$ cat config.mk
export PLATFORM = sky130hd
export DESIGN_NAME = ysyx_23060236_rd_arbiter
export DESIGN_NICKNAME = d
export VERILOG_FILES = /design/src/rtl/ysyx_23060236_rd_arbiter_pkg.sv /design/src/rtl/ysyx_23060236_Reg.sv /design/src/rtl/ysyx_23060236_rd_arbiter.sv
export SDC_FILE = /design/constraint.sdc
export NUM_CORES = 1
export LEC_CHECK = 0
export ABC_AREA = 1
export CAP_MARGIN = 20
export CORE_AREA = 2 2 109 111
export DETAILED_ROUTE_END_ITERATION = 10
export DIE_AREA = 0 0 111 113
export PLACE_DENSITY = 0.74
export REMOVE_ABC_BUFFERS = 1
export SLEW_MARGIN = 10
export SYNTH_ARGS = -nofsm -noshare
export SYNTH_HDL_FRONTEND = slang
export SYNTH_HIERARCHICAL = 1
export SYNTH_SLANG_ARGS = --single-unit
$ cat constraint.sdc
create_clock -name clock -period 3.95 [get_ports clock]
set_clock_uncertainty 0.2 [all_clocks]
set_input_delay 0.79 -clock clock [delete_from_list [all_inputs] [get_ports clock]]
set_output_delay 0.79 -clock clock [all_outputs]
set_load 0.005 [all_outputs]
$ cat src/rtl/ysyx_23060236_rd_arbiter_pkg.sv
// Shared definitions for the read-channel arbiter: CLINT decode window,
// state encodings and the address decode used by every arbiter on the bus.
package ysyx_23060236_rd_arbiter_pkg;

  localparam logic [31:0] CLINT_BASE = 32'h0200_0000;
  localparam logic [31:0] CLINT_MASK = 32'hFFFF_0000;

  typedef enum logic [1:0] {
    IDLE = 2'd0,
    ADDR = 2'd1,
    DATA = 2'd2
  } state_t;

  typedef enum logic {
    REQ_IFU = 1'b0,
    REQ_LSU = 1'b1
  } req_t;

  typedef enum logic {
    TGT_MEM   = 1'b0,
    TGT_CLINT = 1'b1
  } tgt_t;

  // Kept as one expression so a future write arbiter decodes identically.
  function automatic logic addr_hits(input logic [31:0] addr,
                                     input logic [31:0] base,
                                     input logic [31:0] mask);
    return (addr & mask) == base;
  endfunction

endpackage

$ cat src/rtl/ysyx_23060236_Reg.sv
// Generic register with synchronous active-high reset and write enable.
module ysyx_23060236_Reg #(
  parameter int               WIDTH     = 1,
  parameter logic [WIDTH-1:0] RESET_VAL = '0
) (
  input  logic             clock,
  input  logic             reset,
  input  logic [WIDTH-1:0] din,
  input  logic             wen,
  output logic [WIDTH-1:0] dout
);

  always_ff @(posedge clock) begin
    if (reset) begin
      dout <= RESET_VAL;
    end else if (wen) begin
      dout <= din;
    end
  end

endmodule

$ cat src/rtl/ysyx_23060236_rd_arbiter.sv
// Round-robin read arbiter: IFU/LSU requesters onto CLINT/mem slaves,
// one transaction in flight, unbuffered combinational response path.
module ysyx_23060236_rd_arbiter
  import ysyx_23060236_rd_arbiter_pkg::*;
#(
  parameter logic [31:0] CLINT_BASE = ysyx_23060236_rd_arbiter_pkg::CLINT_BASE,
  parameter logic [31:0] CLINT_MASK = ysyx_23060236_rd_arbiter_pkg::CLINT_MASK
) (
  input  logic        clock,
  input  logic        reset,

  input  logic [31:0] ifu_araddr,
  input  logic        ifu_arvalid,
  output logic        ifu_arready,
  output logic [31:0] ifu_rdata,
  output logic [1:0]  ifu_rresp,
  output logic        ifu_rvalid,
  input  logic        ifu_rready,

  input  logic [31:0] lsu_araddr,
  input  logic        lsu_arvalid,
  output logic        lsu_arready,
  output logic [31:0] lsu_rdata,
  output logic [1:0]  lsu_rresp,
  output logic        lsu_rvalid,
  input  logic        lsu_rready,

  output logic [31:0] clint_araddr,
  output logic        clint_arvalid,
  input  logic        clint_arready,
  input  logic [31:0] clint_rdata,
  input  logic [1:0]  clint_rresp,
  input  logic        clint_rvalid,
  output logic        clint_rready,

  output logic [31:0] mem_araddr,
  output logic        mem_arvalid,
  input  logic        mem_arready,
  input  logic [31:0] mem_rdata,
  input  logic [1:0]  mem_rresp,
  input  logic        mem_rvalid,
  output logic        mem_rready
);

  logic [1:0]  state_q;
  state_t      state;
  state_t      state_nxt;
  logic        grant;
  logic        last_grant;
  logic        sel;
  logic [31:0] addr;

  logic        win_lsu;
  logic        accept;
  logic [31:0] win_addr;
  logic        win_clint;
  logic        in_addr;
  logic        in_data;
  logic        s_arready;
  logic        s_rvalid;
  logic [31:0] s_rdata;
  logic [1:0]  s_rresp;
  logic        g_rready;

  assign state = state_t'(state_q);

  // Tie goes to whoever did not win last time.
  assign win_lsu   = lsu_arvalid && (!ifu_arvalid || last_grant == REQ_IFU);
  assign accept    = !reset && state == IDLE && (ifu_arvalid || lsu_arvalid);
  assign win_addr  = win_lsu ? lsu_araddr : ifu_araddr;
  assign win_clint = addr_hits(win_addr, CLINT_BASE, CLINT_MASK);

  assign ifu_arready = accept && !win_lsu;
  assign lsu_arready = accept && win_lsu;

  assign in_addr = !reset && state == ADDR;
  assign in_data = !reset && state == DATA;

  assign clint_araddr  = addr;
  assign mem_araddr    = addr;
  assign clint_arvalid = in_addr && sel == TGT_CLINT;
  assign mem_arvalid   = in_addr && sel == TGT_MEM;

  assign s_arready = (sel == TGT_CLINT) ? clint_arready : mem_arready;
  assign s_rvalid  = (sel == TGT_CLINT) ? clint_rvalid  : mem_rvalid;
  assign s_rdata   = (sel == TGT_CLINT) ? clint_rdata   : mem_rdata;
  assign s_rresp   = (sel == TGT_CLINT) ? clint_rresp   : mem_rresp;
  assign g_rready  = (grant == REQ_LSU) ? lsu_rready    : ifu_rready;

  assign ifu_rdata  = s_rdata;
  assign ifu_rresp  = s_rresp;
  assign lsu_rdata  = s_rdata;
  assign lsu_rresp  = s_rresp;
  assign ifu_rvalid = in_data && grant == REQ_IFU && s_rvalid;
  assign lsu_rvalid = in_data && grant == REQ_LSU && s_rvalid;

  assign clint_rready = in_data && sel == TGT_CLINT && g_rready;
  assign mem_rready   = in_data && sel == TGT_MEM   && g_rready;

  always_comb begin
    state_nxt = state;
    unique case (state)
      IDLE:    if (accept) state_nxt = ADDR;
      ADDR:    if (s_arready) state_nxt = DATA;
      DATA:    if (s_rvalid && g_rready) state_nxt = IDLE;
      default: state_nxt = IDLE;
    endcase
  end

  ysyx_23060236_Reg #(.WIDTH(2), .RESET_VAL(2'(IDLE))) u_state (
    .clock(clock), .reset(reset), .din(2'(state_nxt)), .wen(1'b1), .dout(state_q)
  );

  ysyx_23060236_Reg #(.WIDTH(1), .RESET_VAL(1'b0)) u_grant (
    .clock(clock), .reset(reset), .din(win_lsu), .wen(accept), .dout(grant)
  );

  ysyx_23060236_Reg #(.WIDTH(1), .RESET_VAL(1'b0)) u_last_grant (
    .clock(clock), .reset(reset), .din(win_lsu), .wen(accept), .dout(last_grant)
  );

  ysyx_23060236_Reg #(.WIDTH(1), .RESET_VAL(1'b0)) u_sel (
    .clock(clock), .reset(reset), .din(win_clint), .wen(accept), .dout(sel)
  );

  ysyx_23060236_Reg #(.WIDTH(32), .RESET_VAL(32'h0)) u_addr (
    .clock(clock), .reset(reset), .din(win_addr), .wen(accept), .dout(addr)
  );

endmodule

---- Word-level counts from Yosys, hierarchy flattened ----
Cells that the tools add are included.
operators by class
  bitwise operators ....................... 2
  mux-type cells .......................... 10
  reduce and logical (&&, ||, !) cells .... 25
  equal/unequal tests ..................... 6
operators with widths
  operator                                                count
  2-to-1 mux 32 bit                                       2
  logical AND 1 bit                                       18
  equality test 16 x 10 -> 1 bit (second input constant)  1
  2-to-1 mux 2 bit                                        4
  case mux 2 bit (3 select lines)                         1
  != test 2 bit (second input constant)                   2
  logical NOT 1 bit                                       3
  2-to-1 mux 1 bit                                        3
  AND reduction 3 bit                                     1
  equality test 2 x 1 -> 1 bit (second input constant)    1
  equality test 2 bit (second input constant)             1
  logical NOT 2 bit                                       1
  logical OR 1 bit                                        2
  != test 2 x 1 -> 1 bit (second input constant)          1
  NOT 1 bit                                               2
word-level totals
  output and inout bits ................... 140
  bits of input ports ..................... 142
  word-level logic and storage cells ...... 47
  register bits ........................... 36

---- Logic depth before layout (Yosys ltp) ----
  depth in word-level cells ............... 5
  depth in mapped cells ................... 13
  mapped depth without buffers ............ 12

---- Hierarchy ----
The synthesis kept the hierarchy.
by module, submodules not included
  module                            area each (um2)  seq. area each (um2)  instances  cells an instance
  ysyx_23060236_rd_arbiter          1729.2           0.0                   1          355
  ysyx_23060236_Reg at u_addr       1338.8           640.6                 1          203
  ysyx_23060236_Reg at u_grant ...  45.0             20.0                  3          7
  ysyx_23060236_Reg at u_state      81.3             40.0                  1          13

---- Worst setup path before layout ----
OpenSTA, ideal clock, no wires.
  kind .................................... input -> output
  from .................................... in lsu_arvalid
  to ...................................... out ifu_arready
  arrival time ............................ 1.536 ns
  data required time ...................... 2.960 ns
  stages on the path ...................... 5
  slack ................................... 1.424 ns
  buffers on the path ..................... 2
  cell sequence ........................... buf_4 > nand2_8 > clkinv_1 > buf_2 > nor2_1
between the ends
  longest elaborated chain between the ends .. 3
  elaborated cells between the ends (all ways) .. 5
  those cells by class .................... 5 x reduce/logical
RTL lines
  item               line                            source
  from (decl)        ysyx_23060236_rd_arbiter.sv:21  input logic lsu_arvalid,
  logical AND 1 bit  ysyx_23060236_rd_arbiter.sv:68  assign win_lsu = lsu_arvalid && (!ifu_arvalid || last_grant == REQ_IFU);
  via win_lsu        ysyx_23060236_rd_arbiter.sv:53  logic win_lsu;
  logical NOT 1 bit  ysyx_23060236_rd_arbiter.sv:73  assign ifu_arready = accept && !win_lsu;
  logical AND 1 bit  ysyx_23060236_rd_arbiter.sv:73
  to (decl)          ysyx_23060236_rd_arbiter.sv:14  output logic ifu_arready,
The timed path passes the listed nets, and every way through them passes these cells.

---- Worst setup path in the final report ----
  from .................................... in lsu_arvalid
  to ...................................... out lsu_arready
between the ends
  longest elaborated chain between the ends .. 3
  elaborated cells between the ends (all ways) .. 4
  those cells by class .................... 4 x reduce/logical
RTL lines
  item                   line                            source
  logical OR 1 bit       ysyx_23060236_rd_arbiter.sv:69  assign accept = !reset && state == IDLE && (ifu_arvalid || lsu_arvalid);
  logical AND 1 bit      ysyx_23060236_rd_arbiter.sv:69
  logical AND 1 bit (*)  ysyx_23060236_rd_arbiter.sv:74  assign lsu_arready = accept && win_lsu;
  to (decl)              ysyx_23060236_rd_arbiter.sv:22  output logic lsu_arready,
Mark *: on every way between the ends. The rest lies on a longest branch, timed or not.

==> flow_summary.yaml <==
layout:
  syn_to_final_growth_pct: 76.7
  mostFrequentLayoutCell: "clkdlybuf4s50_1"
  layout_common_cells: "281 x clkdlybuf4s50_1, 269 x nand2_1, 80 x nor2_1, 76 x inv_1, 37 x dfxtp_1"
  seqCellArea_um2: 741
  finalInstanceArea_um2: 5800
  diodes: 0
  final_cells: 943
  drive_gt1_share_pct: 3.13
  utilization_pct: 51.5
  fillers: 1159
  finalNetCount: 941
  multi_input_area_um2: 1570
placement:
  place_inst: 935
  io_buffers: 281
  hpwl_um: 9200
  dpl-instance-area_um2: 5660
  place.gp.congestion: 0.894
synthesis:
  synth.avg_cell_area_um2: 5.55
  syn_area_um2: 3280
  ys_seq_area_share_pct: 22.6
  synth_seq_cells: 37
  syn_inst: 592
  yosysUniqueCellTypes: 23
  synth-warning-count: 6
routing:
  wirelength_um: 11400
  num_vias: 3884
  wl_per_cell_um: 12.1
  wl_met3_um: 874
  drtIter0Drc: 151
  dr_wl_met2_um: 5660
  drt-pass1-iter-count: 4
  ant_nets: 0
  top_layer_used: "met4"
  viasPerCell: 4.12
  wirelength_met1_um: 4490
  drc_errors: 0
sta:
  hold_violations: 0
  fin_crit_sh_pct: 88.7
  hold_ws_ps: 285
  slew_headroom_pct: 60.0
  tns_ps: 0
  tightest_slew_ps: 600
  rsz0062_at_grt: "false"
  max_freq_mhz: 285
  fin_crit_ps: 3510
  setup_viol: 0
  finalMaxSlewViolations: 0
min_path:
  hold_depth: 2
  holdCritStartpoint: "u_addr/dout[21]"
  min_path_type: "reg -> reg"
  min_to: "u_addr/dout[21]"
floorplanning:
  core_um2: 11300
  die_h_um: 113
  chipWidth_um: 111
  ios: 282
  fp.dieArea_um2: 12500
  initial_core_util_pct: 29.1
  rows: 39
worst_setup_path:
  path_max_fanout: 4
  crit_path_end_kind: "primary output"
  crit_required_ps: 2960
  cp-startpoint: "lsu_arvalid"
  cp.arrival_ps: 2520
  r2r_slack_ps: 2080
  rr_endpoint: "u_sel/dout"
  reg2reg_depth: 11
  r2r_start: "u_last_grant/dout"
  worstSetupPathType: "in -> out"
  worstSetupStartpointType: "input port"
grt:
  grt_pass1_vias: 3552
  grt_max_degree: 71
  grt_pass1_wl_um: 17600
  overflow: 0
  antenna_found_initial: 0
  grt_util_all_layers_pct: 17.3
cts:
  cts_buffers: 5
  hold_buffers: 0
  clock-sinks: 37
  cts_setup_buffers: 0
  cts_tree: "done"
  htree_levels: 2
  post_cts_resized: 0
  cts_root_buf: "clkbuf_16"
  clk-insertion-delay-late_ps: 270
  clk_path_buf_depth: 2
  clkTransAtPathRegs_ps: 60
power:
  cellLeakagePower_uw: 0.00282
  power_density_nw_per_um2: 258
  vdd_ir_drop_max_v: 0.000136
run:
  maxCapViolations: 0
status:
  status: "finished clean"
[cell families after synthesis]
group                  after synthesis  synth area share [%]
other                                1                 0.114
AO/OA/AOI/OAI                        4                 0.648
buffers and inverters              169                  29.9
AND/OR/NAND/NOR                    380                  46.5
multiplexers                         1                 0.305
flip-flops                          37                  22.6
[state kept, by name, indices dropped and copies added (netlist names)]
signal             flops
u_sel/dout             1
u_state/dout           2
u_grant/dout           1
u_last_grant/dout      1
u_addr/dout           32
[worst max-delay path: stages]
cell	delay, ps
clkdlybuf4s50_1	680
nor2_1	120
nor3_1	150
nand2_1	130
nor2_1	110
clkdlybuf4s50_1	530
[where the power goes]
part	internal [µW]	total, µW	leakage (µW)	switching, µW
Clock	231	385	0.0000696	154
Combinational	419	678	0.00244	259
Sequential	408	436	0.000305	27.8
[stage by stage]
stage	worst slack (ps)	total power, µW
2_1_floorplan	1330	662
3_3_place_gp	470	1120
3_5_place_dp	454	1130
4_1_cts	449	1520
5_1_grt	351	1600
6_report	445	1500
[routing by layer]
metal	global-route usage [%]	up-vias
met5	0	-
met4	6.83	0
li1	-	2055
met3	3.80	20
met1	19.5	1626
met2	31.7	183
[cells in the mapped netlist (all sizes together)]
cell type | n | area share [%]
buf | 87 | 20
clkbuf | 3 | 0.34
clkinv | 1 | 0.11
conb | 1 | 0.11
dfxtp | 37 | 23
inv | 78 | 8.9
mux2i | 1 | 0.30
nand2 | 272 | 32
nand3 | 2 | 0.30
nand3b | 13 | 3.0
nor2 | 83 | 9.7
nor3 | 7 | 1.1
o21ai | 3 | 0.46
o22ai | 1 | 0.19
or2 | 3 | 0.57
[worst max path at each step]
stage / cells past startpoint / endpoint / slack, ps
2_1_floorplan: 6 / u_grant/dout / 1330
3_3_place_gp: 6 / lsu_arready / 470
3_5_place_dp: 6 / lsu_arready / 450
4_1_cts: 6 / lsu_arready / 450
5_1_grt: 6 / ifu_arready / 350
6_report: 6 / lsu_arready / 440
[cell type report]
class / count / area share, %
Clock buffer: 5 / 2.16
Inverter: 79 / 5.11
Multi-Input combinational cell: 389 / 27.1
Clock inverter: 3 / 0.302
Timing Repair Buffer: 287 / 49.5
Sequential cell: 37 / 12.8
Tap cell: 143 / 3.08
Note: power is estimated with default switching activity, not from simulation.
